<file path="config.mk">
export PLATFORM = sky130hd
export DESIGN_NAME = cdc_write_arbiter
export DESIGN_NICKNAME = d
export VERILOG_FILES = /design/src/rtl/cdc_pkg.sv /design/src/rtl/round_robin_pick.sv /design/src/rtl/cdc_write_arbiter.sv
export SDC_FILE = /design/constraint.sdc
export NUM_CORES = 1
export LEC_CHECK = 0
export ABC_AREA = 1
export BUFFER_PORTS_ARGS = -buffer_cell sky130_fd_sc_hd__buf_2
export CAP_MARGIN = 20
export CELL_PAD_IN_SITES_DETAIL_PLACEMENT = 0
export CELL_PAD_IN_SITES_GLOBAL_PLACEMENT = 1
export CORE_MARGIN = 2
export CORE_UTILIZATION = 33
export CTS_BUF_LIST = sky130_fd_sc_hd__clkbuf_2 sky130_fd_sc_hd__clkbuf_4 sky130_fd_sc_hd__clkbuf_8
export CTS_CLUSTER_SIZE = 10
export DETAILED_ROUTE_END_ITERATION = 8
export HOLD_SLACK_MARGIN = 0.06
export PLACE_DENSITY = 0.86
export SLEW_MARGIN = 20
export SYNTH_ARGS = -nofsm -noshare
export SYNTH_HDL_FRONTEND = slang
export SYNTH_SLANG_ARGS = --single-unit
</file>
<file path="constraint.sdc">
create_clock -name clk -period 2.44 [get_ports clk]
set_input_delay 0.244 -clock clk [delete_from_list [all_inputs] [get_ports clk]]
set_output_delay 0.244 -clock clk [all_outputs]
set_load 0.01 [all_outputs]
</file>
<file path="src/rtl/cdc_pkg.sv">
// cdc_pkg: shared types and constants for the CDC buffer write path
package cdc_pkg;
  localparam int DATA_W = 16;
  localparam int GAP_W = 4;
  typedef logic [DATA_W-1:0] data_t;
  typedef enum logic {IDLE, GAP} state_t;
endpackage

</file>
<file path="src/rtl/round_robin_pick.sv">
// round_robin_pick: combinational round-robin winner, first valid at or after ptr
module round_robin_pick #(
  parameter int NUM_REQ = 4,
  localparam int IDXW = $clog2(NUM_REQ)
) (
  input  logic [IDXW-1:0]    ptr,
  input  logic [NUM_REQ-1:0] valid,
  output logic [NUM_REQ-1:0] grant,
  output logic [IDXW-1:0]    idx
);
  always_comb begin
    grant = '0;
    idx = '0;
    // Scan farthest-from-pointer first so the nearest valid requester overwrites last
    for (int k = NUM_REQ - 1; k >= 0; k--) begin
      if (valid[(int'(ptr) + k) % NUM_REQ]) begin
        grant = '0;
        grant[(int'(ptr) + k) % NUM_REQ] = 1'b1;
        idx = IDXW'((int'(ptr) + k) % NUM_REQ);
      end
    end
  end
endmodule

</file>
<file path="src/rtl/cdc_write_arbiter.sv">
// cdc_write_arbiter: round-robin arbiter feeding one CDC buffer write port with enforced idle gap
module cdc_write_arbiter
  import cdc_pkg::*;
#(
  parameter int NUM_REQ = 4,
  parameter int MIN_GAP = 2
) (
  input  logic                         clk,
  input  logic                         reset,
  input  logic [NUM_REQ-1:0]           req_valid,
  input  logic [NUM_REQ*DATA_W-1:0]    req_data,
  output logic [NUM_REQ-1:0]           req_ready,
  output logic                         write_en,
  output logic [DATA_W-1:0]            write_data,
  output logic [$clog2(NUM_REQ)-1:0]   grant_id,
  output logic                         busy
);
  localparam int IDXW = $clog2(NUM_REQ);
  localparam logic [GAP_W-1:0] GAP_LD = GAP_W'(MIN_GAP);
  state_t state_q, state_d;
  logic [GAP_W-1:0] gap_q, gap_d;
  logic [IDXW-1:0] ptr_q, ptr_d, pick_idx, grant_id_q;
  logic [NUM_REQ-1:0] pick_grant;
  logic write_en_q, xfer;
  data_t write_data_q, sel_data;
  round_robin_pick #(.NUM_REQ(NUM_REQ)) u_pick (
    .ptr   (ptr_q),
    .valid (req_valid),
    .grant (pick_grant),
    .idx   (pick_idx)
  );
  always_ff @(posedge clk) begin
    if (reset) begin
      state_q <= IDLE;
      gap_q <= '0;
      ptr_q <= '0;
      write_en_q <= 1'b0;
      write_data_q <= '0;
      grant_id_q <= '0;
    end else begin
      state_q <= state_d;
      gap_q <= gap_d;
      ptr_q <= ptr_d;
      write_en_q <= xfer;
      write_data_q <= xfer ? sel_data : write_data_q;
      grant_id_q <= xfer ? pick_idx : grant_id_q;
    end
  end
  always_comb begin
    xfer = |(req_valid & req_ready);
    sel_data = req_data[int'(pick_idx)*DATA_W +: DATA_W];
    state_d = (xfer && GAP_LD != '0) ? GAP : (state_q == GAP && gap_q <= GAP_W'(1)) ? IDLE : state_q;
    gap_d = xfer ? GAP_LD : (gap_q != '0) ? gap_q - GAP_W'(1) : gap_q;
    ptr_d = xfer ? ((pick_idx == IDXW'(NUM_REQ - 1)) ? '0 : pick_idx + IDXW'(1)) : ptr_q;
  end
  always_comb begin
    req_ready = (state_q == IDLE && !reset) ? pick_grant : '0;
    busy = write_en_q || state_q == GAP;
    write_en = write_en_q;
    write_data = write_data_q;
    grant_id = grant_id_q;
  end
endmodule
</file>
* Yosys cells after proc, flatten, opt, wreduce, memory -nomap -nowiden
Cells that the tools add are included.
** Storage, ports and cells
- Register bits after elaboration :: 26
- Bits in latches :: 0
- Memory bits (writable) :: 0
- Memory bits (read-only) :: 0
- Output and inout bits :: 24
- Word-level logic and storage cells :: 77
- Memories :: 0
** Cells by class
- Add/sub/neg operators :: 5
- $mul :: 0
- Div/mod/pow operators :: 0
- Order comparisons :: 9
- Equal/unequal tests :: 1
- Shift operators :: 1
- Mux-type cells :: 33
- Bitwise logic cells :: 5
- Reductions and logical operators :: 16
** Operator list (number)
- 64-bit by 7-bit variable part select with 16-bit output :: 1
- 4-bit 2-to-1 mux :: 5
- 2-bit 2-to-1 mux :: 7
- 1-bit 2-to-1 mux :: 13
- 3-bit by 4-bit < comparator with 1-bit output (second input constant) :: 3
- 3-bit by 1-bit greater-or-equal comparator with 1-bit output (second input constant) :: 3
- 1-bit binary-select mux with 2-bit select :: 4
- 1-bit demux with 2-bit select :: 4
- 1-bit logical AND :: 6
- 2-bit OR reduction :: 3
- 5-bit OR reduction :: 1
- 2-bit by 1-bit adder with 2-bit output (second input constant) :: 2
- 2-bit adder (second input constant) :: 2
- 4-bit AND :: 1
- 4-bit by 1-bit <= comparator with 1-bit output (second input constant) :: 1
- 2-bit nonzero test :: 2
- 4-bit nonzero test :: 1
- 4-bit OR reduction :: 1
- 4-bit by 1-bit subtractor with 4-bit output (second input constant) :: 1
- 1-bit AND (first input constant) :: 3
- 2-bit by 3-bit < comparator with 1-bit output (second input constant) :: 1
- 2-bit == test (second input constant) :: 1
- 2-bit by 1-bit greater-or-equal comparator with 1-bit output (second input constant) :: 1
- 1-bit logical NOT :: 1
- other kinds (2) :: 2

* Depth between registers and ports, before layout
Gate-level depths: netlist (run 1).
- Depth after elaboration :: 15
- Mapped depth :: 17

* By module
From an unflattened synthesis (run 1), not the netlist that was laid out.
** Unflattened totals
- Cells, all modules :: 328
- Area, all modules :: 2009.4 µm²
** By module, submodules not included
- cdc_write_arbiter :: times used 1, cells each 245, area each 1526.5 µm², seq. area each 520.5 µm²
- round_robin_pick :: times used 1, cells each 83, area each 483.0 µm², seq. area each 0.0 µm²

* Least setup slack after synthesis (run 1)
No wires, ideal clock.
- Kind :: register -> register
- Start :: register ptr_q[1]
- End :: register write_data_q[0], in the netlist write_data[0]
- Setup time :: 0.114 ns
- Arrival :: 1.982 ns
- Slack :: 0.344 ns
- Stages on the path, launching flop included :: 16
- Cells stage by stage :: dfxtp_1 inv_1 ha_1 inv_1 nand3_2 nand2_4 inv_2 o21ai_1 nand2_2 nand2_4 buf_4 nand2_1 nand3_1 nand2_1 nand2_1 nand2_1
** Between the ends
- Word-level cells in the longest chain between the ends :: 14
** Ends and longest elaborated chain
- from (decl) :: line cdc_write_arbiter.sv:22 : logic [IDXW-1:0] ptr_q, ptr_d, pick_idx, grant_id_q;
- from (signal assigned) :: line cdc_write_arbiter.sv:43 : ptr_q <= ptr_d;
- 2-bit adder :: line round_robin_pick.sv:16, round_robin_pick.sv:18, round_robin_pick.sv:19
- 2-bit OR reduction (no source line)
- 1-bit AND (no source line)
- 3-bit by 4-bit < comparator with 1-bit output (not written as such) / 3-bit by 1-bit greater-or-equal comparator with 1-bit output (equally long branches) :: line round_robin_pick.sv:18 : grant[(int'(ptr) + k) % NUM_REQ] = 1'b1;
- 1-bit logical AND (not written as such) :: line round_robin_pick.sv:18
- 1-bit 2-to-1 mux (not written as such) :: line round_robin_pick.sv:18
- 1-bit demux with 2-bit select
- 4-bit 2-to-1 mux (4 in a row) :: line round_robin_pick.sv:16 : if (valid[(int'(ptr) + k) % NUM_REQ]) begin
- 4-bit 2-to-1 mux :: line cdc_write_arbiter.sv:57 : req_ready = (state_q == IDLE && !reset) ? pick_grant : '0;
- 4-bit AND :: line cdc_write_arbiter.sv:50 : xfer = |(req_valid & req_ready);
- 4-bit OR reduction :: line cdc_write_arbiter.sv:50
- to (signal assigned) :: line cdc_write_arbiter.sv:45 : write_data_q <= xfer ? sel_data : write_data_q;
- to (decl) :: line cdc_write_arbiter.sv:25 : data_t write_data_q, sel_data;
Several ways; a longest one is shown, not always the timed one. The select of a mux whose other input is x is not followed.
A chain may end at the register's enable or synchronous reset.

* Worst setup path in the final report (run 1)
- Start :: register ptr_q[0]
- End :: register write_data_q[10], in the netlist write_data[10]
The elaborated chain is that of the path after synthesis.

==> results.py, run 1 <==
metrics = {
    "floorplan": {
        "start_util": 0.343,
        "ioPinCount": 94,
        "rows": 30,
        "die_y_um": 88.2,
        "core_um2": 6830,
        "die_area_um2": 7780,
        "die_x_um": 88.2,
    },
    "critical_path": {
        "setup.worst_path.end_class": "register",
        "crit_fanout": 35,
        "crit_arrival_ns": 2.40,
        "cp-endpoint": "write_data[10]",
        "r2r-start": "ptr_q[0]",
        "rrSetupSlack_ns": 0.21,
        "critPathLaunchType": "register",
        "cp_data_required_time_ns": 2.62,
        "r2r.worst_path.cells": 14,
        "crit_start": "ptr_q[0]",
        "critPathKind": "register to register",
        "r2r_end": "write_data[10]",
    },
    "clock_network": {
        "clock-sinks": 26,
        "cts_root_buffer": "clkbuf_8",
        "clkLatencyLatePin_ns": 0.27,
        "clockBufferDepth": 2,
        "cts_hold_buf": 0,
        "cts_tree": "done",
        "htreeDepth": 1,
        "cts_buffers": 3,
        "cts.clk_slew.worst_paths_ns": 0.09,
    },
    "sta": {
        "setup_viol": 0,
        "hold_viol_final": 0,
        "setup_ws_ns": 0.215,
        "worst-slew-pin-transition_ns": 0.506,
        "fmax_mhz": 449,
        "skew_ns": 0.00444,
        "finalMaxSlewViolations": 0,
        "rsz0062_at_grt": "no",
        "relSlewSlack": 0.662,
        "fin_crit_ns": 2.23,
        "fin_setup_tns_ns": 0,
        "layout_worst_path_cycle_share": 0.912,
    },
    "power_and_ir_drop": {
        "internal_power_w": 0.00156,
        "switching_share": 0.540,
        "power.share.combinational": 0.729,
        "power_density_nw_per_um2": 1160,
        "switchingPower_w": 0.00183,
        "irDropWorstVdd_mv": 0.522,
        "seqPwrFrac": 0.189,
        "clkPwrFrac": 0.082,
        "p_leak_nw": 1.86,
    },
    "yosys": {
        "synth_cells": 412,
        "ys_types": 23,
        "synthMostInstantiatedCell": "nand2_1",
        "syn_area_per_cell_um2": 5.68,
        "synth_flop_cell": "dfxtp_1",
        "synth_nets": 490,
        "yosysTopAreaCell": "dfxtp_1",
        "async_reset_ff_frac": 0,
        "ys_ff_latch": 26,
        "yosys_warnings": 0,
        "synth_edf_count": 0,
        "synth_top_area_share": 0.222,
        "netlist_top_cells_count": "nand2_1 (118), nand3_1 (97), inv_1 (90)",
        "syn_area_um2": 2340,
        "ys_top_cells_by_area": "dfxtp_1 (22%), nand3_1 (21%), nand2_1 (19%), inv_1 (14%), ha_1 (4.3%)",
        "ys_seq_area_frac": 0.222,
    },
    "layout": {
        "diodes": 0,
        "drive_gt1_frac": 0.267,
        "fillCellCount": 768,
        "syn_to_final_growth_pct": 25.4,
        "regArea_um2": 520,
        "stdcell_area_um2": 2940,
        "multi_input_area_um2": 1350,
        "nNetsFinal": 578,
    },
    "run": {
        "cap_viol_max_count": 0,
    },
    "placed_design": {
        "hpwl_um": 4850,
        "place_congestion": 0.940,
        "place_area_um2": 2880,
        "pre_cts_slack_ns": 0.214,
        "numPortBuffers": 93,
    },
    "status": {
        "status": "finished clean",
    },
    "route": {
        "viasPerCell": 4.39,
        "ant_nets": 0,
        "wire_per_inst_um": 10.4,
        "vias": 2615,
        "wirelength_um": 6180,
        "firstDrtPassIters": 7,
        "drt_iter0_markers": 127,
        "drc": 0,
    },
    "worst_hold_path": {
        "hold_path_class": "primary input to register",
        "min_path_cells": 2,
    },
    "global_routing": {
        "grt_pass1_vias": 2436,
        "track_usage": 0.164,
        "antenna_found_initial": 0,
        "grt-ovfl-total": 0,
        "grt_pass1_wl_um": 10500,
        "grt_max_degree": 36,
    },
}
## cell families (layout without fill, tap and decap cells)
| kind of cell | Yosys count | after routing | share of synthesized area |
|---|---|---|---|
| AOI/OAI and AO/OA | 13 | 13 | 0.0326 |
| buffers and inverters | 115 | 202 | 0.204 |
| DFF | 26 | 26 | 0.222 |
| adders and majority gates | 8 | 8 | 0.0428 |
| and+or+nand+nor | 249 | 249 | 0.495 |
| xor gates and xnor gates | 1 | 1 | 0.00374 |
## state kept, by name, indices dropped and copies added, names as in the netlist
| name | count |
|---|---|
| state_q | 1 |
| write_en | 1 |
| ptr_q | 2 |
| gap_q | 4 |
| grant_id | 2 |
| write_data | 16 |
## timing repair
action / CTS / global route
buffers inserted: 0 / 0
endpoints found under the setup margin: 0 / 16
resized for setup: 0 / 1
## critical path, stage by stage (launching register included)
cell and delay [ns]:
dfxtp_1 0.38, inv_4 0.07, ha_1 0.33, inv_1 0.10
nand3_2 0.12, nand2_4 0.14, inv_2 0.07, o21ai_1 0.11
nand2_2 0.10, nand2_4 0.30, nand2_1 0.09, nand3_1 0.11
nand2_1 0.08, nand2_1 0.07, nand2_1 0.05
## cells in the final DEF, fill, tap and decap left out, types with 2 or more instances in the layout
cell type  synthesis  final
ha_1               8      8
inv_1             90     90
nor2_4             2      2
inv_2              6      6
a21oi_1           11     11
buf_2              7     93
buf_4              7      8
nand3_2            7      7
nand2_4            3      4
nand3_1           97     97
nor2_1            13     13
dfxtp_1           26     26
nand2_2            6      5
clkbuf_8           0      4
nand2_1          118    118
## routing by layer
layer | GRT usage | routed length, um | vias up
li1 | - | - | 1421
met1 | 0.225 | 2950 | 1078
met2 | 0.266 | 2670 | 104
met3 | 0.0215 | 461 | 12
met4 | 0.0537 | 89 | 0
met5 | 0 | 0 | -
## cell type report
type | instances | area share
Timing Repair Buffer | 101 | 0.179
Inverter | 97 | 0.125
Multi-Input combinational cell | 271 | 0.459
Clock buffer | 4 | 0.0187
Tap cell | 96 | 0.0409
Sequential cell | 26 | 0.177
## through the flow
| stage | hold slack [ns] | utilization | instances | total power (W) |
|---|---|---|---|---|
| floorplan | 0.313 | - | 412 | 0.00261 |
| global placement | 0.441 | 0.421 | 591 | 0.00311 |
| detailed placement | 0.438 | 0.421 | 591 | 0.00313 |
| CTS | 0.138 | 0.429 | 595 | 0.00342 |
| global route | 0.141 | 0.430 | 595 | 0.00382 |
| finish | 0.145 | 0.430 | 595 | 0.00340 |
## worst min path at each step
stage	from	endpoint	slack, ns
after global placement	reset	gap_q[1]	0.44
after detailed placement	reset	gap_q[1]	0.44
after CTS	reset	gap_q[1]	0.14
after global routing	reset	gap_q[1]	0.14
after floorplan	reset	gap_q[1]	0.31
final	reset	gap_q[1]	0.15
## power groups by stage
| stage | combinational (W) | clock (W) | sequential (W) |
|---|---|---|---|
| after detailed placement | 0.00248 | 0 | 0.000653 |
| after global placement | 0.00246 | 0 | 0.000650 |
| after CTS | 0.00248 | 0.000288 | 0.000643 |
| after floorplan | 0.00191 | 0 | 0.000697 |
| final | 0.00248 | 0.000279 | 0.000641 |
| after global routing | 0.00286 | 0.000300 | 0.000655 |
Power figures use the tool's default switching activity.
==> inputs of run 2 (changes only) <==
--- a/config.mk
+++ b/config.mk
@@ -10,13 +10,14 @@
 export CAP_MARGIN = 20
 export CELL_PAD_IN_SITES_DETAIL_PLACEMENT = 0
 export CELL_PAD_IN_SITES_GLOBAL_PLACEMENT = 1
+export CORE_ASPECT_RATIO = 0.8
 export CORE_MARGIN = 2
 export CORE_UTILIZATION = 33
 export CTS_BUF_LIST = sky130_fd_sc_hd__clkbuf_2 sky130_fd_sc_hd__clkbuf_4 sky130_fd_sc_hd__clkbuf_8
 export CTS_CLUSTER_SIZE = 10
 export DETAILED_ROUTE_END_ITERATION = 8
 export HOLD_SLACK_MARGIN = 0.06
-export PLACE_DENSITY = 0.86
+export PLACE_DENSITY = 0.8
 export SLEW_MARGIN = 20
 export SYNTH_ARGS = -nofsm -noshare
 export SYNTH_HDL_FRONTEND = slang
==> run 2 against run 1 <==
Compared with the run above:
- critical path type unchanged
- maximum frequency up 2.3%
- via count up 0.38%
- final area up 0.30%
- power up 0.60%
- sequential power up 1%
- flip-flop and latch count unchanged
- largest cell class unchanged
==> results.py, run 2 (synthesized netlist as in run 1, its figures left out) <==
metrics = {
    "status": {
        "status": "finished clean",
    },
    "power_and_ir_drop": {
        "power_density_nw_per_um2": 1160,
        "seqPwrFrac": 0.190,
        "irDropWorstVdd_mv": 0.364,
        "switching_share": 0.538,
        "power.share.combinational": 0.742,
        "switchingPower_w": 0.00184,
        "clkPwrFrac": 0.068,
        "power_w": 0.00342,
        "p_leak_nw": 1.86,
        "internal_power_w": 0.00158,
    },
    "sta": {
        "finalMaxSlewViolations": 0,
        "fin_setup_tns_ns": 0,
        "fmax_mhz": 460,
        "relSlewSlack": 0.652,
        "layout_worst_path_cycle_share": 0.891,
        "worst-slew-pin-transition_ns": 0.522,
        "hold_viol_final": 0,
        "fin_crit_ns": 2.18,
        "rsz0062_at_grt": "no",
        "skew_ns": 0.00184,
        "setup_viol": 0,
    },
    "clock_network": {
        "htreeDepth": 1,
        "clock-sinks": 26,
        "cts_buffers": 3,
        "clkLatencyLatePin_ns": 0.26,
        "cts.clk_slew.worst_paths_ns": 0.08,
        "clockBufferDepth": 2,
        "cts_tree": "done",
        "cts_root_buffer": "clkbuf_8",
    },
    "global_routing": {
        "grt_pass1_wl_um": 10700,
        "grt-ovfl-total": 0,
        "grt_max_degree": 36,
        "track_usage": 0.163,
        "antenna_found_initial": 0,
        "grt_pass1_vias": 2353,
    },
    "worst_hold_path": {
        "hold_path_class": "primary input to register",
    },
    "critical_path": {
        "critPathKind": "register to register",
        "setup.worst_path.end_class": "register",
        "crit_fanout": 19,
        "crit_arrival_ns": 2.34,
        "cp_data_required_time_ns": 2.60,
        "critPathLaunchType": "register",
    },
    "route": {
        "ant_nets": 0,
        "firstDrtPassIters": 4,
        "viasPerCell": 4.49,
        "wirelength_um": 6490,
        "drt_iter0_markers": 150,
        "vias": 2625,
        "drc": 0,
        "wire_per_inst_um": 11.1,
    },
    "floorplan": {
        "die_area_um2": 7790,
        "die_x_um": 98.2,
        "core_um2": 6890,
        "start_util": 0.340,
        "die_y_um": 79.3,
        "ioPinCount": 94,
        "rows": 27,
    },
    "layout": {
        "syn_to_final_growth_pct": 25.8,
        "nNetsFinal": 578,
        "largest_reg_flops": 16,
        "fillCellCount": 783,
        "final_cell_mix": "nand2_1 (118), nand3_1 (97), buf_2 (93), inv_1 (90), dfxtp_1 (26)",
        "stdcell_area_um2": 2950,
        "final_common_cell": "nand2_1",
        "diodes": 0,
        "drive_gt1_frac": 0.265,
    },
    "placed_design": {
        "place_area_um2": 2890,
        "place_congestion": 0.893,
        "numPortBuffers": 93,
        "hpwl_um": 5110,
    },
    "run": {
        "cap_viol_max_count": 0,
    },
}
-- run 2: timing repair --
item,CTS,global route
resized for setup,0,2
hold buffers,0,0
setup buffers,0,0
endpoints found under the setup margin,0,20
-- run 2: through the flow --
stage,util,hold WS (ns),std cells,setup slack (ns)
finish,0.427,0.157,585,0.265
global placement,0.419,0.436,582,0.301
global route,0.427,0.145,585,0.0150
floorplan,-,0.313,412,0.344
detailed placement,0.419,0.438,582,0.228
CTS,0.425,0.149,585,0.198
-- run 2: path summary, 6_finish.rpt --
path	cells after the start	end	from	slack [ns]
min	2	gap_q[1]	reset	0.16
max	14	write_data[1]	ptr_q[1]	0.26
max reg2reg	14	write_data[1]	ptr_q[1]	0.26
min reg2reg	2	write_data[8]	write_data[8]	0.46
-- run 2: layout make-up --
type	instances	area, um2	area share
well taps	87	109	0.0370
inverters	97	367	0.124
clock buffers	3	41.3	0.0140
repair buffers	101	551	0.187
flip-flops and latches	26	520	0.177
multi-input cells	271	1360	0.461
-- run 2: power groups by stage --
stage               clock [W]  sequential (W)  combinational [W]
global route         0.000260        0.000662            0.00290
CTS                  0.000243        0.000649            0.00253
finish               0.000233        0.000649            0.00254
floorplan                   0        0.000697            0.00191
detailed placement          0        0.000658            0.00253
global placement            0        0.000659            0.00251
-- run 2: per-layer routing --
metal | global-route usage | routed length, um | up-vias | part of all wire
met1 | 0.242 | 3280 | 1133 | 0.51
met4 | 0.0164 | 46 | 0 | 0.0071
met2 | 0.255 | 2840 | 67 | 0.44
met5 | 0 | 0 | - | 0
met3 | 0.0308 | 319 | 4 | 0.049
li1 | - | - | 1421 | -
-- run 2: critical path: stages (launching register included) --
cell     delay [ns]
dfxtp_1        0.35
inv_1          0.12
ha_1           0.36
inv_1          0.07
nand3_2        0.10
nand2_4        0.10
inv_2          0.09
o21ai_1        0.07
nand2_2        0.14
buf_4          0.26
nand3_1        0.10
nand3_1        0.12
nand2_1        0.07
nand2_1        0.06
nand2_1        0.05
==> inputs of run 3 (changes only) <==
==> constraint.sdc (replaced) <==
create_clock -name clk -period 2.4 [get_ports clk]
set_input_delay 0.24 -clock clk [delete_from_list [all_inputs] [get_ports clk]]
set_output_delay 0.24 -clock clk [all_outputs]
set_load 0.01 [all_outputs]
==> run 3 against run 2 <==
Compared with the run above:
- hold slack lost 0.0099 ns
- global-route usage shrank 0.11 points
- final area grew 0.47%
- largest power group unchanged
- critical path type unchanged
- utilization grew 0.20 points
- die area is the same
- cell count grew 0.17%
- sequential power grew 2%
- flip-flop and latch count is the same
- sequential share of layout area shrank 0.082 points
- first-iteration DRC count shrank 8.0%
==> results.py, run 3 (synthesized netlist as in run 1, its figures left out) <==
metrics = {
    "route": {
        "vias": 2627,
        "viasPerCell": 4.48,
        "drt_iter0_markers": 138,
        "wire_per_inst_um": 11.1,
        "drc": 0,
        "firstDrtPassIters": 5,
        "ant_nets": 0,
        "wirelength_um": 6510,
    },
    "critical_path": {
        "r2r_end": "write_data[1]",
        "crit_fanout": 19,
        "cp-endpoint": "write_data[1]",
        "cp_data_required_time_ns": 2.57,
        "crit_arrival_ns": 2.34,
        "r2r.worst_path.cells": 14,
        "r2r-start": "ptr_q[1]",
        "crit_start": "ptr_q[1]",
        "setup.worst_path.end_class": "register",
        "critPathLaunchType": "register",
        "critPathKind": "register to register",
        "cpMostUsedCell": "nand2_1",
        "critical_path.max_stage_delay_ns": 0.35,
        "rrSetupSlack_ns": 0.24,
        "worstPathCellList": "inv_1 > ha_1 > inv_1 > nand3_2 > nand2_4 > inv_2 > o21ai_1 > nand2_2 > buf_4 > nand3_1 > nand3_1 > nand2_1 > nand2_1 > nand2_1",
        "slowest_stage": "ha_1",
    },
    "placed_design": {
        "hpwl_um": 5080,
        "dpl.cell_count": 582,
        "pre_cts_slack_ns": 0.173,
        "place_congestion": 0.893,
        "numPortBuffers": 93,
    },
    "clock_network": {
        "clkLatencyLatePin_ns": 0.27,
        "cts_root_buffer": "clkbuf_8",
        "clock-sinks": 26,
        "clockBufferDepth": 2,
        "cts_tree": "done",
        "htreeDepth": 1,
        "cts_hold_buf": 0,
        "post_cts_buffers": 0,
        "cts_resized": 0,
        "cts_buffers": 3,
        "cts.clk_slew.worst_paths_ns": 0.09,
    },
    "floorplan": {
        "ioPinCount": 94,
        "core_um2": 6890,
        "die_x_um": 98.2,
        "rows": 27,
        "die_area_um2": 7790,
        "die_y_um": 79.3,
        "start_util": 0.340,
    },
    "sta": {
        "fmax_mhz": 462,
        "setup_ws_ns": 0.236,
        "fin_setup_tns_ns": 0,
        "skew_ns": 0.00525,
        "fin_crit_ns": 2.16,
        "relSlewSlack": 0.655,
        "worst-slew-pin-transition_ns": 0.516,
        "layout_worst_path_cycle_share": 0.902,
        "holdWs_ns": 0.147,
        "setup_viol": 0,
        "finalMaxSlewViolations": 0,
        "hold_viol_final": 0,
        "rsz0062_at_grt": "no",
    },
    "power_and_ir_drop": {
        "p_leak_nw": 1.87,
        "power_density_nw_per_um2": 1190,
        "irDropWorstVdd_mv": 0.450,
    },
    "layout": {
        "final_util": 0.429,
        "final-instance-count-excl-fill": 586,
        "final_cell_mix": "nand2_1 (118), nand3_1 (97), buf_2 (93), inv_1 (90), dfxtp_1 (26)",
        "diodes": 0,
        "drive_gt1_frac": 0.267,
        "nNetsFinal": 578,
        "largest_reg_flops": 16,
        "syn_to_final_growth_pct": 26.4,
        "final_common_cell": "nand2_1",
    },
    "global_routing": {
        "antenna_found_initial": 0,
        "grt_max_degree": 36,
        "grt-ovfl-total": 0,
        "track_usage": 0.162,
        "grt_pass1_wl_um": 10600,
        "grt_pass1_vias": 2379,
    },
    "worst_hold_path": {
        "min_path_cells": 2,
        "hold_path_class": "primary input to register",
    },
    "status": {
        "status": "finished clean",
    },
    "run": {
        "cap_viol_max_count": 0,
    },
}
[run 3: stage by stage]
stage	instance area (um2)	total power (W)
final	2960	0.00352
after global routing	2960	0.00394
after CTS	2950	0.00353
after detailed placement	2890	0.00324
after global placement	2890	0.00323
after floorplan	2340	0.00265
[run 3: cell type report]
type,count,area [um2]
fillers,772,3930
multi-input cells,271,1360
repair buffers,101,551
flip-flops and latches,26,520
inverters,97,367
well taps,87,109
clock buffers,4,55.1
[run 3: worst min-delay path by stage]
stage / start / to / slack [ns]
floorplan: reset / gap_q[1] / 0.31
global placement: reset / gap_q[1] / 0.43
detailed placement: reset / gap_q[1] / 0.44
CTS: reset / gap_q[1] / 0.14
global route: reset / gap_q[1] / 0.14
finish: reset / gap_q[1] / 0.15
[run 3: where the power goes]
| part | internal [W] | switching, W |
|---|---|---|
| clock | 0.000147 | 0.000134 |
| sequential | 0.000577 | 0.0000832 |
| combinational | 0.000915 | 0.00167 |
[run 3: metal layers]
metal  up-vias  routed length (um)  track usage
met3         2                 324       0.0264
met5         -                   0            0
met2        73                2900        0.260
met1      1130                3280        0.237
met4         0                   7       0.0178
li1       1422                   -            -
[run 3: critical path: cells and delay by family, from the launching register on]
family | cells | cell delay [ns]
AND/OR/NAND/NOR | 8 | 0.75
adder cells (fa/ha/maj) | 1 | 0.35
flip-flops | 1 | 0.34
buffers and inverters | 4 | 0.54
AO/OA/AOI/OAI | 1 | 0.08
